==> config.mk <==
export PLATFORM = sky130hd
export DESIGN_NAME = iob_ram_tdp_be_pipe
export DESIGN_NICKNAME = d
export VERILOG_FILES = /design/src/rtl/iob_ram_tdp_be_pipe.sv
export SDC_FILE = /design/constraint.sdc
export NUM_CORES = 1
export LEC_CHECK = 0
export CORE_ASPECT_RATIO = 1.4
export CORE_MARGIN = 2
export CORE_UTILIZATION = 61
export DETAILED_ROUTE_END_ITERATION = 10
export PLACE_DENSITY = 0.81
export SLEW_MARGIN = 0
export SYNTH_ARGS = -nofsm -noshare
export SYNTH_HDL_FRONTEND = slang
export SYNTH_SLANG_ARGS = --single-unit
export TNS_END_PERCENT = 20
==> constraint.sdc <==
create_clock -name clk_i -period 4.45 [get_ports clk_i]
set_clock_uncertainty 0.2 [all_clocks]
set_input_delay 1.1125 -clock clk_i [delete_from_list [all_inputs] [get_ports clk_i]]
set_output_delay 1.1125 -clock clk_i [all_outputs]
set_load 0.01 [all_outputs]
==> src/rtl/iob_ram_tdp_be_pipe.sv <==
// True dual-port RAM with byte-lane write enables, an optional output
// pipeline stage per port, selectable same-port read-during-write
// behaviour and a saturating write-write collision counter.
// Port A has priority on overlapping lanes when both ports write one word.
module iob_ram_tdp_be_pipe #(
  parameter int DATA_W   = 32,
  parameter int ADDR_W   = 4,
  parameter int OUT_REG  = 0,
  parameter int RDW_MODE = 0,
  parameter int CNT_W    = 16
) (
  input  logic                  clk_i,
  input  logic                  rst_n_i,
  input  logic                  enA_i,
  input  logic                  enB_i,
  input  logic [DATA_W/8-1:0]   weA_i,
  input  logic [DATA_W/8-1:0]   weB_i,
  input  logic [ADDR_W-1:0]     addrA_i,
  input  logic [ADDR_W-1:0]     addrB_i,
  input  logic [DATA_W-1:0]     dA_i,
  input  logic [DATA_W-1:0]     dB_i,
  output logic [DATA_W-1:0]     dA_o,
  output logic [DATA_W-1:0]     dB_o,
  output logic                  dA_valid_o,
  output logic                  dB_valid_o,
  output logic                  collision_o,
  output logic [CNT_W-1:0]      collision_cnt_o
);

  localparam int NB    = DATA_W / 8;
  localparam int DEPTH = 1 << ADDR_W;

  // Replace the lanes selected by mask with the corresponding lanes of new_w.
  function automatic logic [DATA_W-1:0] merge_lanes(
    input logic [DATA_W-1:0] old_w,
    input logic [DATA_W-1:0] new_w,
    input logic [NB-1:0]     mask
  );
    logic [DATA_W-1:0] res;
    res = old_w;
    for (int k = 0; k < NB; k++) begin
      if (mask[k]) begin
        res[8*k +: 8] = new_w[8*k +: 8];
      end else begin
        res[8*k +: 8] = old_w[8*k +: 8];
      end
    end
    return res;
  endfunction

  // Storage is deliberately not reset: reset must leave contents intact.
  logic [DATA_W-1:0] mem_q [DEPTH];

  logic              same_addr_s;
  logic [NB-1:0]     we_a_eff_s;
  logic [NB-1:0]     we_b_eff_s;
  logic [DATA_W-1:0] old_a_s;
  logic [DATA_W-1:0] old_b_s;
  logic [DATA_W-1:0] rd_a_s;
  logic [DATA_W-1:0] rd_b_s;

  logic [DATA_W-1:0] a_data_q, a_data_d;
  logic [DATA_W-1:0] b_data_q, b_data_d;
  logic              a_vld_q,  a_vld_d;
  logic              b_vld_q,  b_vld_d;
  logic              coll_q,   coll_d;
  logic [CNT_W-1:0]  cnt_q,    cnt_d;

  assign same_addr_s = (addrA_i == addrB_i);
  assign old_a_s     = mem_q[addrA_i];
  assign old_b_s     = mem_q[addrB_i];

  // Effective lane enables: nothing is written in reset, and B yields
  // overlapping lanes to A when both target the same word.
  always_comb begin
    we_a_eff_s = '0;
    we_b_eff_s = '0;
    if (rst_n_i && enA_i) begin
      we_a_eff_s = weA_i;
    end else begin
      we_a_eff_s = '0;
    end
    if (rst_n_i && enB_i) begin
      if (enA_i && same_addr_s) begin
        we_b_eff_s = weB_i & ~weA_i;
      end else begin
        we_b_eff_s = weB_i;
      end
    end else begin
      we_b_eff_s = '0;
    end
  end

  // Byte-lane memory write; A and B lanes never overlap on the same word.
  always_ff @(posedge clk_i) begin
    for (int k = 0; k < NB; k++) begin
      if (we_a_eff_s[k]) begin
        mem_q[addrA_i][8*k +: 8] <= dA_i[8*k +: 8];
      end
      if (we_b_eff_s[k]) begin
        mem_q[addrB_i][8*k +: 8] <= dB_i[8*k +: 8];
      end
    end
  end

  // Read word: pre-write contents, or own write merged in for write-first.
  always_comb begin
    rd_a_s = old_a_s;
    rd_b_s = old_b_s;
    if (RDW_MODE != 0) begin
      rd_a_s = merge_lanes(old_a_s, dA_i, we_a_eff_s);
      rd_b_s = merge_lanes(old_b_s, dB_i, we_b_eff_s);
    end else begin
      rd_a_s = old_a_s;
      rd_b_s = old_b_s;
    end
  end

  // First read stage and collision detection next-state.
  always_comb begin
    a_data_d = a_data_q;
    b_data_d = b_data_q;
    a_vld_d  = 1'b0;
    b_vld_d  = 1'b0;
    coll_d   = 1'b0;
    cnt_d    = cnt_q;
    if (enA_i) begin
      a_data_d = rd_a_s;
      a_vld_d  = 1'b1;
    end else begin
      a_data_d = a_data_q;
      a_vld_d  = 1'b0;
    end
    if (enB_i) begin
      b_data_d = rd_b_s;
      b_vld_d  = 1'b1;
    end else begin
      b_data_d = b_data_q;
      b_vld_d  = 1'b0;
    end
    coll_d = enA_i && enB_i && same_addr_s && (|(weA_i & weB_i));
    if (coll_d && (cnt_q != {CNT_W{1'b1}})) begin
      cnt_d = cnt_q + {{(CNT_W-1){1'b0}}, 1'b1};
    end else begin
      cnt_d = cnt_q;
    end
  end

  // First read stage and collision registers with synchronous reset.
  always_ff @(posedge clk_i) begin
    if (!rst_n_i) begin
      a_data_q <= '0;
      b_data_q <= '0;
      a_vld_q  <= 1'b0;
      b_vld_q  <= 1'b0;
      coll_q   <= 1'b0;
      cnt_q    <= '0;
    end else begin
      a_data_q <= a_data_d;
      b_data_q <= b_data_d;
      a_vld_q  <= a_vld_d;
      b_vld_q  <= b_vld_d;
      coll_q   <= coll_d;
      cnt_q    <= cnt_d;
    end
  end

  assign collision_o     = coll_q;
  assign collision_cnt_o = cnt_q;

  generate
    if (OUT_REG != 0) begin : g_out_reg
      logic [DATA_W-1:0] a_data2_q, a_data2_d;
      logic [DATA_W-1:0] b_data2_q, b_data2_d;
      logic              a_vld2_q,  a_vld2_d;
      logic              b_vld2_q,  b_vld2_d;

      // Second stage captures only real results so idle ports hold data.
      always_comb begin
        a_data2_d = a_data2_q;
        b_data2_d = b_data2_q;
        a_vld2_d  = a_vld_q;
        b_vld2_d  = b_vld_q;
        if (a_vld_q) begin
          a_data2_d = a_data_q;
        end else begin
          a_data2_d = a_data2_q;
        end
        if (b_vld_q) begin
          b_data2_d = b_data_q;
        end else begin
          b_data2_d = b_data2_q;
        end
      end

      // Output pipeline registers; reset discards anything in flight.
      always_ff @(posedge clk_i) begin
        if (!rst_n_i) begin
          a_data2_q <= '0;
          b_data2_q <= '0;
          a_vld2_q  <= 1'b0;
          b_vld2_q  <= 1'b0;
        end else begin
          a_data2_q <= a_data2_d;
          b_data2_q <= b_data2_d;
          a_vld2_q  <= a_vld2_d;
          b_vld2_q  <= b_vld2_d;
        end
      end

      assign dA_o       = a_data2_q;
      assign dB_o       = b_data2_q;
      assign dA_valid_o = a_vld2_q;
      assign dB_valid_o = b_vld2_q;
    end else begin : g_no_out_reg
      assign dA_o       = a_data_q;
      assign dB_o       = b_data_q;
      assign dA_valid_o = a_vld_q;
      assign dB_valid_o = b_vld_q;
    end
  endgenerate

endmodule

======== After elaboration in Yosys (flattened, before gate mapping) ========
Memories as Yosys holds them, arrays and structs flattened. A register that Yosys moved wholly into a read port is not among the register bits.
Cells that the tools add are included.
word-level totals
  word-level logic and storage cells ...... 42
  bits in registers ....................... 19
  memories ................................ 1
  output and inout bits ................... 83
  RAM bits ................................ 512
  bits of input ports ..................... 84
memories
  memory  words  width  read ports  clocked after Yosys merged registers in  write ports  RTL line  RTL
  mem_q   16     32     2           2                                        2            52        logic [DATA_W-1:0] mem_q [DEPTH];
operators by class
  $add $sub $neg .......................... 1
  equality and inequality tests ........... 2
  mux-type cells .......................... 21
  bitwise operators ....................... 3
  reduce and logical (&&, ||, !) cells .... 10
operators by type and width
  operator                                                         number
  1-bit two-way mux                                                18
  16-bit by 1-bit adder with 16-bit output, second input constant  1
  16-bit != test, second input constant                            1
  4-bit two-way mux                                                3
  4-bit AND                                                        2
  1-bit logical AND                                                7
  4-bit == test                                                    1
  4-bit NOT                                                        1
  4-bit OR reduction                                               1
  1-bit logical NOT                                                2

======== Longest topological paths before layout ========
Gate-level depths: netlist of the first run.
  depth in word-level cells ............... 6
  depth in mapped cells ................... 9
  gate-level depth less buffers ........... 6

======== Worst setup path before layout of the first run ========
No wires, ideal clock.
  path type ............................... in2reg
  start ................................... input port addrB_i[1]
  end ..................................... memory mem_q[0][10], enable pin
  arrival time ............................ 3.029 ns
  data required time ...................... 3.874 ns
  buffers on the path ..................... 4
  setup time .............................. 0.376 ns
  stages on the path ...................... 9
  path slack .............................. 0.845 ns
  path through ............................ buf_2 -> xnor2_1 -> and3_1 -> and3_1 -> buf_4 -> or2_2 -> clkbuf_1 -> clkbuf_1 -> o22ai_1
RTL lines
  what         RTL line  RTL
  from (decl)  19        input logic [ADDR_W-1:0] addrB_i,
  to (decl)    52

======== Worst setup path in the final report of the first run ========
  start ................................... input port enB_i
  end ..................................... register cnt_q[6] (netlist: collision_cnt_o[6])
on the way
  word-level cells in the longest chain between the ends .. 4
RTL lines
  what                            RTL line  RTL
  from (decl)                     15        input logic enB_i,
  1-bit logical AND (3 in a row)  141       coll_d = enA_i && enB_i && same_addr_s && (|(weA_i & weB_i));
  1-bit logical AND               142       if (coll_d && (cnt_q != {CNT_W{1'b1}})) begin
  to (signal assigned)            164       cnt_q <= cnt_d;
  to (decl)                       67        logic [CNT_W-1:0] cnt_q, cnt_d;
No other way between the ends.
A chain may end at the register's enable or synchronous reset.

==> impl_metrics.py, run 1 <==
metrics = {
    "clocking": {
        "cts_made_buffers": 56,
        "insertion_delay_ns": 0.63,
        "hold_buffers": 0,
        "path_clk_slew_ns": 0.06,
        "clock-sinks": 595,
        "clockBufferDepth": 3,
        "htree_num_levels": 2,
        "post_cts_buffers": 0,
        "cts_resized": 0,
        "cts_tree": "yes",
        "cts-root-buf": "clkbuf_16",
    },
    "die": {
        "die_w_um": 202,
        "io_pins": 167,
        "fp.dieH_um": 281,
        "start_util_pct": 61.6,
        "dieArea_sq_um": 56600,
        "core-area_sq_um": 54100,
        "num_rows": 101,
    },
    "global_route": {
        "grt_pass1_vias": 25086,
        "grt_use_total_pct": 38.8,
        "overflow": 0,
        "grt_max_degree": 152,
        "grt_antenna_before_repair": 3,
        "grt_pass1_wl_um": 159000,
    },
    "synth": {
        "yosysWarnings": 0,
        "synthFlopType": "edfxtp_1",
        "yosysSeqAreaShare_pct": 51.1,
        "yosys.area_share.xor_xnor_pct": 0.236,
        "synth_top_area_share_pct": 46.1,
        "synth_edf_count": 512,
        "synth.avg_cell_area_sq_um": 14.0,
        "synthArstFlopShare_pct": 0,
        "synthCells": 2379,
        "synth_nets": 2464,
        "synth_top_area_cell": "edfxtp_1",
        "synthAdderAreaFrac_pct": 0.0375,
        "synth_compound_area_share_pct": 7.86,
        "synthTopCellsByCount": "512 x edfxtp_1, 512 x mux2_2, 257 x mux2i_1",
        "synth_simple_gate_area_share_pct": 4.44,
        "synth_top_family_by_area": "multiplexers",
        "muxShareOfSynthArea_pct": 33.7,
        "ys_ff_latch": 595,
        "synth.cell_area_sq_um": 33300,
        "yosysUniqueCellTypes": 48,
        "netlist_top_cells_area": "edfxtp_1 46%, mux2_2 17%, mux4_2 8.6%",
    },
    "routing": {
        "detail-route-antenna-nets": 0,
        "vias": 24606,
        "drt-initial-drc-count": 2940,
        "drc": 0,
        "viasPerCell": 7.44,
        "routed_wl_um": 111000,
        "dr.pass1.iters": 7,
        "avgRoutedWirePerCell_um": 33.6,
    },
    "flow_run": {
        "maxCapViolCount": 0,
    },
    "worst_hold_path": {
        "hp-class": "reg2reg",
    },
    "sta": {
        "clock.fmax_mhz": 276,
        "slew_headroom_pct": 22.7,
        "period_minus_slack_ns": 3.62,
        "finalHoldViolCount": 0,
        "worst_pin_slew_ns": 1.16,
        "fin_crit_sh_pct": 81.3,
        "setup_viol": 0,
        "drv_slew": 0,
        "rsz0062_at_grt": "no",
        "tns_ns": 0,
    },
    "layout": {
        "area_delta_synth_final_pct": 14.5,
        "postLayoutCellArea_sq_um": 38200,
        "drive_gt1_share_pct": 36.9,
        "final_nets": 2624,
    },
    "place": {
        "dpl_cell_area_sq_um": 36300,
        "io_buffers": 166,
        "gp_congestion": 1.01,
        "dp_hpwl_um": 71800,
    },
    "outcome": {
        "status": "finished clean",
    },
    "worst_setup_path": {
        "cp_max_fo": 65,
        "cp_slowest_stage_delay_ns": 0.69,
        "worst_setup_path_end_kind": "register",
        "crit_family": "simple AND/OR/NAND/NOR gates",
        "cp.arrival_ns": 3.96,
        "crit_path_cell_trace": "buf_2 -> buf_4 -> nand2_1 -> a211oi_1 -> nand3_1 -> or4_1 -> a21oi_1",
        "worstPathRequired_ns": 4.79,
        "slowest_stage": "buf_4",
        "path_buf_inv": 2,
        "crit_type": "in2reg",
        "cp-start-kind": "input port",
    },
    "power_and_ir_drop": {
        "p_total_w": 0.0128,
        "ir_drop_mv": 0.360,
        "power_density_nw_per_um2": 336,
        "p_leak_nw": 12.7,
    },
}
## kinds of logic after synthesis
logic type | count (synthesis)
AO/OA/AOI/OAI | 411
XOR/XNOR | 9
adder cells (fa/ha/maj) | 1
buffers and inverters | 217
flip-flops | 595
multiplexers | 897
AND/OR/NAND/NOR | 249
## per-stage QoR
stage / utilization, % / instances / hold slack [ns] / setup slack, ns
final: 70.6 / 3308 / 0.316 / 0.831
after global routing: 70.5 / 3306 / 0.333 / 0.767
after CTS: 70.5 / 3306 / 0.311 / 0.962
after detailed placement: 67.1 / 3202 / 0.301 / 0.350
after global placement: 67.1 / 3202 / 0.293 / 0.375
after floorplan: - / 2379 / 0.321 / 0.845
## power by group
part	internal [W]	switching (W)	total, W
clock	0.00283	0.00219	0.00502
sequential	0.00617	0.0000676	0.00624
combinational	0.000673	0.000887	0.00156
## cell type report
cell class	instances	area, sq um
inverters	5	18.8
well taps	721	902
multi-input cells	1567	15500
flip-flops and latches	595	17000
fillers	3631	15900
diodes	2	5.00
repair buffers	314	2860
clock buffers	64	1470
clock inverters	40	409
## tightest hold or removal path: cells and delay by family (launching register included)
family | cells | cell delay, ns
AO/OA/AOI/OAI | 2 | 0.13
flip-flops | 1 | 0.34
## per-layer routing
metal	up-vias	GRT usage [%]	wire [um]
met5	-	0	30
met4	4	30.3	10100
met3	638	9.71	12800
met2	1893	61.9	52000
met1	12145	45.0	36000
li1	9926	-	-
## placed cells by master, fill, tap and decap left out, drive strengths merged, types with 5 or more instances in the layout
cell / count
a21oi: 7
a22oi: 66
a31oi: 64
and2: 5
buf: 155
bufinv: 8
clkbuf: 64
clkdlybuf4s50: 159
clkinv: 27
dfxtp: 83
edfxtp: 512
inv: 6
mux2: 512
mux2i: 257
mux4: 128
nand2: 49
nand3: 12
nand4: 6
nor2: 109
nor2b: 7
nor3: 34
o21ai: 70
o22ai: 182
o32ai: 6
or3: 7
or4: 6
xnor2: 6
## worst paths after layout
kind                                       to                              from  cells after the start  slack [ns]
max           collision_cnt_o[6]$_SDFFE_PN0P_                             enB_i                      7        0.83
min          collision_cnt_o[15]$_SDFFE_PN0P_  collision_cnt_o[15]$_SDFFE_PN0P_                      2        0.32
max reg2reg   collision_cnt_o[3]$_SDFFE_PN0P_   collision_cnt_o[0]$_SDFFE_PN0P_                      6        1.63
min reg2reg  collision_cnt_o[15]$_SDFFE_PN0P_  collision_cnt_o[15]$_SDFFE_PN0P_                      2        0.32
## registers in the layout, indices dropped and copies added, names as in the netlist
register / count
collision_cnt_o: 16
collision_o: 1
dA_o: 32
dA_valid_o: 1
dB_o: 32
dB_valid_o: 1
mem_q: 512
Note: power is estimated with default switching activity, not from simulation.
==> run 2: changes to the inputs <==
Settings changed: CORE_UTILIZATION 61 to 55, PLACE_DENSITY 0.81 to 0.77.
Clock period 4.45 ns to 3.15 ns, I/O delays scaled along.
==> run 2 against run 1 <==
Compared with the run above: die area increased by 11%; sequential power increased by 41%; sequential share of layout area decreased by 1.8 points; clock power increased by 34%; largest cell class unchanged; worst hold slack improved by 0.013 ns; wire length decreased by 2.2%; flip-flop and latch count unchanged; register-to-register slack got worse by 0.95 ns.
==> impl_metrics.py, run 2 (synthesized netlist as in run 1, its figures left out) <==
metrics = {
    "sta": {
        "postLayoutSetupSlackWorst_ns": 0.0557,
        "tns_ns": 0,
        "drv_slew": 0,
        "clock.fmax_mhz": 323,
        "period_minus_slack_ns": 3.09,
        "finalHoldViolCount": 0,
        "fin_crit_sh_pct": 98.2,
        "rsz0062_at_grt": "no",
        "slew_headroom_pct": 33.3,
        "worst_pin_slew_ns": 0.996,
        "setup_viol": 0,
    },
    "clocking": {
        "clockBufferDepth": 3,
        "cts_tree": "yes",
        "cts_made_buffers": 56,
        "post_cts_buffers": 0,
        "cts_resized": 0,
        "path_clk_slew_ns": 0.06,
        "insertion_delay_ns": 0.63,
        "cts-root-buf": "clkbuf_16",
        "hold_buffers": 0,
        "clock-sinks": 595,
        "htree_num_levels": 2,
    },
    "place": {
        "gp_congestion": 0.995,
        "dpl_worst_slack_ns": -0.512,
        "dp_hpwl_um": 71300,
        "io_buffers": 166,
    },
    "layout": {
        "top_register": "mem_q",
        "layout_common_cells": "512 x mux2_2, 512 x edfxtp_1, 257 x mux2i_1",
        "drive_gt1_share_pct": 39.3,
        "largest_reg_flops": 512,
        "area_delta_synth_final_pct": 19.4,
        "final_nets": 2731,
    },
    "worst_setup_path": {
        "cp.arrival_ns": 3.27,
        "slowest_stage": "nor2_1",
        "crit_family": "simple AND/OR/NAND/NOR gates",
        "crit_type": "in2reg",
        "worst_setup_path_end_kind": "register",
        "crit_path_cell_trace": "clkdlybuf4s50_1 -> buf_4 -> nor2_1 -> buf_4 -> nand2_1 -> nor2_1 -> mux2_2",
        "cp-start-kind": "input port",
        "r2r.worst_path.cells": 6,
        "path_buf_inv": 3,
        "cp_slowest_stage_delay_ns": 0.79,
        "worstPathRequired_ns": 3.32,
        "cp_max_fo": 8,
        "path_depth": 7,
    },
    "routing": {
        "drt-initial-drc-count": 2940,
        "detail-route-antenna-nets": 0,
        "dr.pass1.iters": 6,
        "drc": 0,
        "avgRoutedWirePerCell_um": 31.0,
        "vias": 24200,
        "routed_wl_um": 109000,
        "viasPerCell": 6.91,
    },
    "die": {
        "start_util_pct": 55.7,
        "fp.dieH_um": 295,
        "die_w_um": 212,
        "core-area_sq_um": 59800,
        "io_pins": 167,
        "dieArea_sq_um": 62600,
        "num_rows": 106,
    },
    "global_route": {
        "grt_use_total_pct": 34.7,
        "grt_pass1_wl_um": 158000,
        "grt_pass1_vias": 24855,
        "grt_max_degree": 98,
        "grt_antenna_before_repair": 1,
        "overflow": 0,
    },
    "worst_hold_path": {
        "hp-class": "reg2reg",
        "holdPathStages": 2,
    },
    "outcome": {
        "status": "finished clean",
    },
    "power_and_ir_drop": {
        "power_density_nw_per_um2": 447,
        "p_leak_nw": 13.3,
        "ir_drop_mv": 0.395,
    },
    "flow_run": {
        "maxCapViolCount": 0,
    },
}
run 2: cell count changes in the layout (fill, tap and decap cells not counted), moves of 5 or more:
| cell | before | now |
|---|---|---|
| buf_4 | 142 | 185 |
| bufinv_16 | 8 | 3 |
| clkbuf_8 | 2 | 7 |
| buf_12 | 8 | 72 |
| clkinv_1 | 13 | 8 |
| clkbuf_1 | 5 | 12 |
run 2: tightest hold or removal path, cell delays in order, from the launching register on:
cell and delay (ns):
dfxtp_1 0.31, o21ai_0 0.13, a31oi_1 0.04
run 2: final timing paths:
kind / slack, ns / from / to
setup / recovery: 0.06 / addrB_i[2] / mem_q[0][30]$_DFFE_PP_
hold / removal: 0.33 / dB_o[18]$_SDFFE_PN0P_ / dB_o[18]$_SDFFE_PN0P_
hold reg to reg: 0.33 / dB_o[18]$_SDFFE_PN0P_ / dB_o[18]$_SDFFE_PN0P_
setup reg to reg: 0.68 / collision_cnt_o[0]$_SDFFE_PN0P_ / collision_cnt_o[14]$_SDFFE_PN0P_
run 2: area by class of cell:
class	instances	area (sq um)
Antenna cell	2	5.00
Clock buffer	76	1570
Clock inverter	28	228
Fill cell	4231	20000
Inverter	5	18.8
Multi-Input combinational cell	1567	15500
Sequential cell	595	17000
Tap cell	810	1010
Timing Repair Buffer	421	4470
run 2: stage by stage:
step | cell area [sq um] | hold WS, ns | total power [W] | util [%] | std cells
after floorplan | 33300 | 0.321 | 0.0102 | - | 2379
after global placement | 38000 | 0.298 | 0.0111 | 63.5 | 3398
after detailed placement | 38000 | 0.315 | 0.0111 | 63.5 | 3398
after CTS | 39800 | 0.328 | 0.0178 | 66.5 | 3502
after global routing | 39800 | 0.347 | 0.0182 | 66.5 | 3503
final | 39800 | 0.328 | 0.0178 | 66.5 | 3504
run 2: metal layers:
layer	up-vias	global-route usage (%)	routed length, um
met5	-	0	0
met4	0	21.2	7260
met3	455	6.10	10400
met2	1501	58.0	53300
met1	12099	42.0	37500
li1	10145	-	-
run 2: power by group:
part	switching, W	internal, W
Sequential	0.000102	0.00871
Combinational	0.00119	0.00102
Clock	0.00302	0.00373
